===== config.mk =====
export PLATFORM = sky130hd
export DESIGN_NAME = dat_ctrl
export DESIGN_NICKNAME = d
export VERILOG_FILES = /design/src/rtl/dat_ctrl.sv
export SDC_FILE = /design/constraint.sdc
export NUM_CORES = 1
export LEC_CHECK = 0
export CAP_MARGIN = 20
export CORE_ASPECT_RATIO = 1.25
export CORE_MARGIN = 4
export CORE_UTILIZATION = 35
export DETAILED_ROUTE_END_ITERATION = 10
export GPL_ROUTABILITY_DRIVEN = 1
export PLACE_DENSITY_LB_ADDON = 0.15
export SLEW_MARGIN = 20
export SYNTH_ARGS = -nofsm -noshare
export SYNTH_HDL_FRONTEND = slang
export SYNTH_SLANG_ARGS = --single-unit

===== constraint.sdc =====
create_clock -name sd_clk -period 3.6 [get_ports sd_clk]
set_input_delay 1.08 -clock sd_clk [delete_from_list [all_inputs] [get_ports sd_clk]]
set_output_delay 1.08 -clock sd_clk [all_outputs]
set_load 0.01 [all_outputs]

===== src/rtl/dat_ctrl.sv =====
// SD host DAT-path transfer sequencer: latches transfer geometry on start, gates the
// physical layer's read/write flags with FIFO status, and handles completion, stall and abort.
`ifndef BLOCK_SZ_WIDTH
`define BLOCK_SZ_WIDTH 12
`endif
`ifndef BLOCK_CNT_WIDTH
`define BLOCK_CNT_WIDTH 16
`endif

module dat_ctrl #(
  parameter int unsigned              TIMEOUT_WIDTH = 16,
  parameter logic [TIMEOUT_WIDTH-1:0] TIMEOUT_VAL   = 16'hFFFF
) (
  input  logic                        sd_clk,
  input  logic                        rst,
  input  logic                        start_write,
  input  logic                        start_read,
  input  logic                        abort,
  input  logic                        err_clr,
  input  logic [`BLOCK_SZ_WIDTH-1:0]  block_sz_in,
  input  logic [`BLOCK_CNT_WIDTH-1:0] block_cnt_in,
  input  logic                        multiple_in,
  input  logic                        tx_fifo_empty,
  input  logic                        rx_fifo_full,
  input  logic                        tx_buf_rd_enb,
  input  logic                        rx_buf_wr_enb,
  input  logic                        dat_phys_busy,
  input  logic                        tf_finished,
  output logic                        write_flag,
  output logic                        read_flag,
  output logic                        multiple,
  output logic [`BLOCK_SZ_WIDTH-1:0]  block_sz,
  output logic [`BLOCK_CNT_WIDTH-1:0] block_cnt,
  output logic                        dat_phys_rst_L,
  output logic                        busy,
  output logic                        xfer_done,
  output logic                        cmd_err,
  output logic                        timeout_err
);

  typedef enum logic [5:0] {
    IDLE   = 6'b000001,
    ARM    = 6'b000010,
    ACTIVE = 6'b000100,
    DONE   = 6'b001000,
    FLUSH  = 6'b010000,
    ERROR  = 6'b100000
  } state_t;

  state_t                   state, next_state;
  logic                     dir_wr_q;
  logic                     pend_q, pend_d;
  logic                     flush_cnt_q;
  logic [TIMEOUT_WIDTH-1:0] stall_q;
  logic                     latch_c;
  logic                     cmd_err_c;
  logic                     start_valid;

  assign start_valid = (start_write ^ start_read) && !(multiple_in && (block_cnt_in == '0));

  // State register
  always_ff @(posedge sd_clk) begin
    if (rst) state <= IDLE;
    else     state <= next_state;
  end

  // Next-state and transfer control
  always_comb begin
    next_state = state;
    latch_c    = 1'b0;
    cmd_err_c  = 1'b0;
    pend_d     = pend_q;
    case (state)
      IDLE: begin
        if (start_valid) begin
          latch_c    = 1'b1;
          next_state = ARM;
        end else if (start_write || start_read) begin
          cmd_err_c = 1'b1;
        end
      end
      ARM: begin
        if (abort) begin
          next_state = FLUSH;
          pend_d     = 1'b0;
        end else if (!dat_phys_busy) begin
          next_state = ACTIVE;
        end
      end
      ACTIVE: begin
        if (abort) begin
          next_state = FLUSH;
          pend_d     = 1'b0;
        end else if (tf_finished) begin
          next_state = DONE;
        end else if (stall_q == TIMEOUT_VAL) begin
          next_state = FLUSH;
          pend_d     = 1'b1;
        end
      end
      DONE: begin
        if (abort) begin
          next_state = FLUSH;
          pend_d     = 1'b0;
        end else begin
          next_state = IDLE;
        end
      end
      FLUSH: begin
        if (flush_cnt_q) next_state = pend_q ? ERROR : IDLE;
      end
      ERROR: begin
        if (err_clr) next_state = IDLE;
      end
      default: next_state = IDLE;
    endcase
  end

  // Latched geometry, stall and flush counters
  always_ff @(posedge sd_clk) begin
    if (rst) begin
      dir_wr_q    <= 1'b0;
      multiple    <= 1'b0;
      block_sz    <= '0;
      block_cnt   <= '0;
      pend_q      <= 1'b0;
      flush_cnt_q <= 1'b0;
      stall_q     <= '0;
    end else begin
      if (latch_c) begin
        dir_wr_q  <= start_write;
        multiple  <= multiple_in;
        block_sz  <= block_sz_in;
        block_cnt <= block_cnt_in;
      end
      pend_q      <= pend_d;
      flush_cnt_q <= (state == FLUSH) ? !flush_cnt_q : 1'b0;
      if (state == ARM) begin
        stall_q <= '0;
      end else if (state == ACTIVE) begin
        if (tx_buf_rd_enb || rx_buf_wr_enb) stall_q <= '0;
        else if (stall_q != '1)             stall_q <= stall_q + TIMEOUT_WIDTH'(1);
      end
    end
  end

  // Registered status outputs, decoded from the upcoming state
  always_ff @(posedge sd_clk) begin
    if (rst) begin
      busy           <= 1'b0;
      xfer_done      <= 1'b0;
      cmd_err        <= 1'b0;
      timeout_err    <= 1'b0;
      dat_phys_rst_L <= 1'b0;
    end else begin
      busy           <= (next_state != IDLE);
      xfer_done      <= (next_state == DONE);
      cmd_err        <= cmd_err_c;
      timeout_err    <= (next_state == ERROR);
      dat_phys_rst_L <= (next_state != FLUSH);
    end
  end

  // Flags follow FIFO status directly so backpressure takes effect the same cycle
  assign write_flag = (state == ACTIVE) &&  dir_wr_q && !tx_fifo_empty;
  assign read_flag  = (state == ACTIVE) && !dir_wr_q && !rx_fifo_full;

endmodule


# Yosys cells after proc, flatten, opt, wreduce, memory -nomap -nowiden
# Index checks and enable logic that the tools add are counted.
[totals]
reg_bits = 59
inputBits = 41
out_inout_bits = 36
elab_cells = 75
[op_classes]
n_addsub = 1
n_eq_ne = 15
mux = 21
bitwise = 3
reduce_logical = 22
[op_table]
columns = ["op", "count"]
rows = [
  ["$mux 6", 9],
  ["$pmux 6 s6", 1],
  ["$mux 16", 2],
  ["$add 16x1->16 const B", 1],
  ["$eq 16x16->1 const B", 1],
  ["$logic_not 16->1", 1],
  ["$ne 16x16->1 const B", 1],
  ["$eq 6x4->1 const B", 2],
  ["$eq 6x6->1 const B", 2],
  ["$mux 1", 7],
  ["$eq 6x1->1 const B", 1],
  ["$eq 6x2->1 const B", 1],
  ["$eq 6x3->1 const B", 1],
  ["$eq 6x5->1 const B", 1],
  ["$logic_and 1x1->1", 6],
  ["$ne 3x3->1 const B", 2],
  ["$ne 6x1->1 const B", 1],
  ["$ne 6x5->1 const B", 1],
  ["$reduce_or 2->1", 3],
  ["$logic_not 1->1", 5],
  ["$mux 5", 1],
  ["$reduce_and 4->1", 1],
  ["$reduce_bool 2->1", 2],
  ["$reduce_or 3->1", 1],
  ["6 further kinds", 8],
]

# Logic depth before layout (Yosys ltp)
# Gate-level depths: netlist of run 1.
[depth]
ltp_word = 7
depth_mapped = 7
depth_no_buf = 6

# Least setup slack after synthesis of run 1
# Ideal clock, no wire load.
[synth_path]
path_kind = "register to output"
from = "register state[4]"
to = "output port write_flag"
t_arrival_ns = 1.444
required_ns = 2.520
path_slack_ns = 1.076
path_stages_with_launch = 6
n_path_buf = 2
cell_sequence = "dfxtp_1 buf_6 nor4_2 nand2_1 clkbuf_1 nor3b_1"
[synth_between]
elab_chain_len = 3
[synth_lines]
columns = ["element", "line", "text"]
rows = [
  ["start, declared", "50", "state_t state, next_state;"],
  ["start signal, assigned", "64", "else state <= next_state;"],
  ["$eq 6x3->1", "165", "assign write_flag = (state == ACTIVE) && dir_wr_q && !tx_fifo_empty;"],
  ["$logic_and 1x1->1 (2 in a row)", "165", ""],
  ["end, declared", "29", "output logic write_flag,"],
]
# No other way between the ends.

# Worst setup path after layout of run 1
[layout_path]
from = "input port tx_fifo_empty"
to = "output port write_flag"
[layout_between]
elab_chain_len = 2
[layout_lines]
columns = ["element", "line", "text"]
rows = [
  ["start, declared", "23", "input logic tx_fifo_empty,"],
  ["$logic_not 1->1", "165", ""],
  ["$logic_and 1x1->1", "165", ""],
]
# No other way between the ends.

==> results.ini, run 1 <==
[timing]
final.setup_skew_ps=6.65
slew_violations=0
hold_viol=0
fin_crit_sh_pct=92.1
setup_viol=0
post-route-min-period_ps=3320
max_freq_mhz=301
tns_ps=0
rsz0062_at_grt=no
relSlewSlack_pct=54.2
tightestPinTransition_ps=682

[hold_path]
hold_class=reg -> reg
hold_start=block_cnt[15]
hold_path_end=block_cnt[15]
holdPathStages=2

[synthesis]
synth_top_area_share_pct=44.9
avgSynthCellArea_um2=9.29
synthArstFlopShare_pct=0
synthTopCellsByCount=59 x dfxtp_1, 52 x nor2_1, 31 x mux2i_1
syn_area_um2=2630
ys_ff_latch=59
syn_nets=326
synth_area_leaders=dfxtp_1 45%, mux2i_1 12%, nor2_1 7.4%
ys_warn_count=0
synth_most_common_cell=dfxtp_1
syn_inst=283
synth_edf_count=0
ys_seq_area_share_pct=44.9
synthFlopType=dfxtp_1
synth_top_area_cell=dfxtp_1
ys_types=49

[floorplanning]
io_pins=77
core_area_um2=7360
dieHeight_um=105
row_count=35
dieWidth_um=85.5
dieArea_um2=8970
start_util_pct=35.7

[worst_setup_path]
slowest_delay_ps=570
worst_ep_arrival_time_ps=2240
start_kind=input pin
reg2reg_depth=6
crit_path_cell_trace=clkdlybuf4s50_1 -> nor3b_1 -> clkdlybuf4s50_1
reg2reg_to=stall_q[7]
timing_worst_setup_path_type=in -> out
crit_required_ps=2520
rrSetupSlack_ps=1360
rr_startpoint=state[4]
critPathCaptureType=output port
cp_max_fo=1
path_common_cell=clkdlybuf4s50_1
slowest_stage=clkdlybuf4s50_1

[cells_and_area]
diodes=0
final_area_um2=3660
multiInputGateArea_um2=1360
drive_gt1_share_pct=7.97
fill_cells=717
fin_nets=402
regArea_um2=1180
syn_to_final_growth_pct=39.1

[global_route]
first_global_vias=2227
grt_max_degree=43
grt-ovfl-total=0
grt_use_total_pct=14.6
grt_pass1_wl_um=10500
antenna_found_initial=0

[clocking]
clock-sinks=59
hold_buffers=0
htreeDepth=3
cts_tree=yes
path_clk_slew_ps=60
worst_skew_pair.late_latency_ps=330
clockRootBuffer=clkbuf_8
postCtsResizedCells=0
cts_inserted_buffers=9
cts_buffer_depth=2
postCtsSetupRepairBufs=0

[routing]
drcViolationCount=0
vias=2300
drtIter0Drc=57
routed-wl-met3_um=536
wire_per_inst_um=14.0
wl_met1_um=2980
vias_per_cell=5.04
highest_layer=met4
first_pass_iters=5
antenna_left=0
routed_wl_um=6380
dr_wl_met2_um=2740

[power]
power_switching_mw=0.436
clkPwrFrac_pct=33.5
switching_share_pct=27.0
leakage_nw=1.36
power_frac_seq_pct=45.3
power_density_nw_per_um2=443
p_comb_share_pct=21.2
intPower_mw=1.18
ir_drop_mv=0.212

[run_status]
status=completed

[flow_run]
cap_violations=0

[placed_design]
io_buffer_count=76
gp_congestion=0.812
placed_cell_area_um2=3480
dp.final_hpwl_um=4470

## per-stage QoR
stage | hold WS, ps | cells | util, % | power [mW] | worst slack (ps)
global placement | 472 | 440 | 47.4 | 1.09 | 295
detailed placement | 482 | 440 | 47.4 | 1.09 | 282
floorplan | 456 | 283 | - | 0.928 | 1080
finish | 496 | 456 | 49.7 | 1.62 | 283
global route | 519 | 456 | 49.7 | 1.70 | 210
CTS | 500 | 456 | 49.7 | 1.64 | 271
## area by class of cell
class	instances	share of cell area, %
repair buffers	81	22.2
multi-input cells	204	37.3
well taps	92	3.15
inverters	4	0.411
clock inverters	2	0.274
clock buffers	14	4.45
flip-flops and latches	59	32.3
## cell families after synthesis
logic type,synth area share [%]
simple gates,26.0
flops,44.9
compound gates,9.28
mux,11.8
buf+inv,3.66
xor+xnor,3.33
fa+ha+maj,0.952
## worst max-delay path: cells and delay by family
| family | cells | cell delay [ps] |
|---|---|---|
| buf+inv | 2 | 970 |
| simple gates | 1 | 190 |
## state kept, by name, summed over array words and instances (netlist names)
signal and count:
multiple 1, timeout_err 1, cmd_err 1, dir_wr_q 1, stall_q 16, flush_cnt_q 1
state 6, block_sz 12, dat_phys_rst_L 1, pend_q 1, block_cnt 16, xfer_done 1
busy 1
## per-layer routing
metal,global-route usage [%],vias to the layer above
met5,0,-
met4,6.67,0
met3,6.07,9
met2,21.3,66
met1,18.6,1061
li1,-,1164
## power groups by stage
stage | Sequential, mW | Clock, mW | Combinational [mW]
after floorplan | 0.755 | 0 | 0.174
after global placement | 0.745 | 0 | 0.345
after detailed placement | 0.746 | 0 | 0.345
after CTS | 0.733 | 0.559 | 0.349
after global routing | 0.739 | 0.585 | 0.374
final | 0.733 | 0.543 | 0.344
## worst max path at each step
stage	cells after the start	slack [ps]	from	to
4_1_cts	3	270	tx_fifo_empty	write_flag
2_1_floorplan	5	1080	state[4]	write_flag
5_1_grt	3	210	tx_fifo_empty	write_flag
3_3_place_gp	3	300	tx_fifo_empty	write_flag
3_5_place_dp	3	280	tx_fifo_empty	write_flag
6_report	3	280	tx_fifo_empty	write_flag
## cell usage in the layout (no fill, tap or decap), types with 7 or more instances in the layout
master,count
nor2_1,52
mux2i_1,31
dfxtp_1,59
clkbuf_8,11
nor3_1,10
nand2_1,10
xnor2_1,7
o21ai_0,9
a21oi_1,9
clkdlybuf4s50_1,76
nand3_1,7
No activity file was read; power rests on OpenSTA's default activity.
==> run 2: changes to the inputs <==
--- a/config.mk
+++ b/config.mk
@@ -12,7 +12,6 @@
 export DETAILED_ROUTE_END_ITERATION = 10
 export GPL_ROUTABILITY_DRIVEN = 1
 export PLACE_DENSITY_LB_ADDON = 0.15
-export SLEW_MARGIN = 20
 export SYNTH_ARGS = -nofsm -noshare
 export SYNTH_HDL_FRONTEND = slang
 export SYNTH_SLANG_ARGS = --single-unit
==> results of run 2 <==
Same layout as run 1: the final DEF is identical, and so are final timing and power.
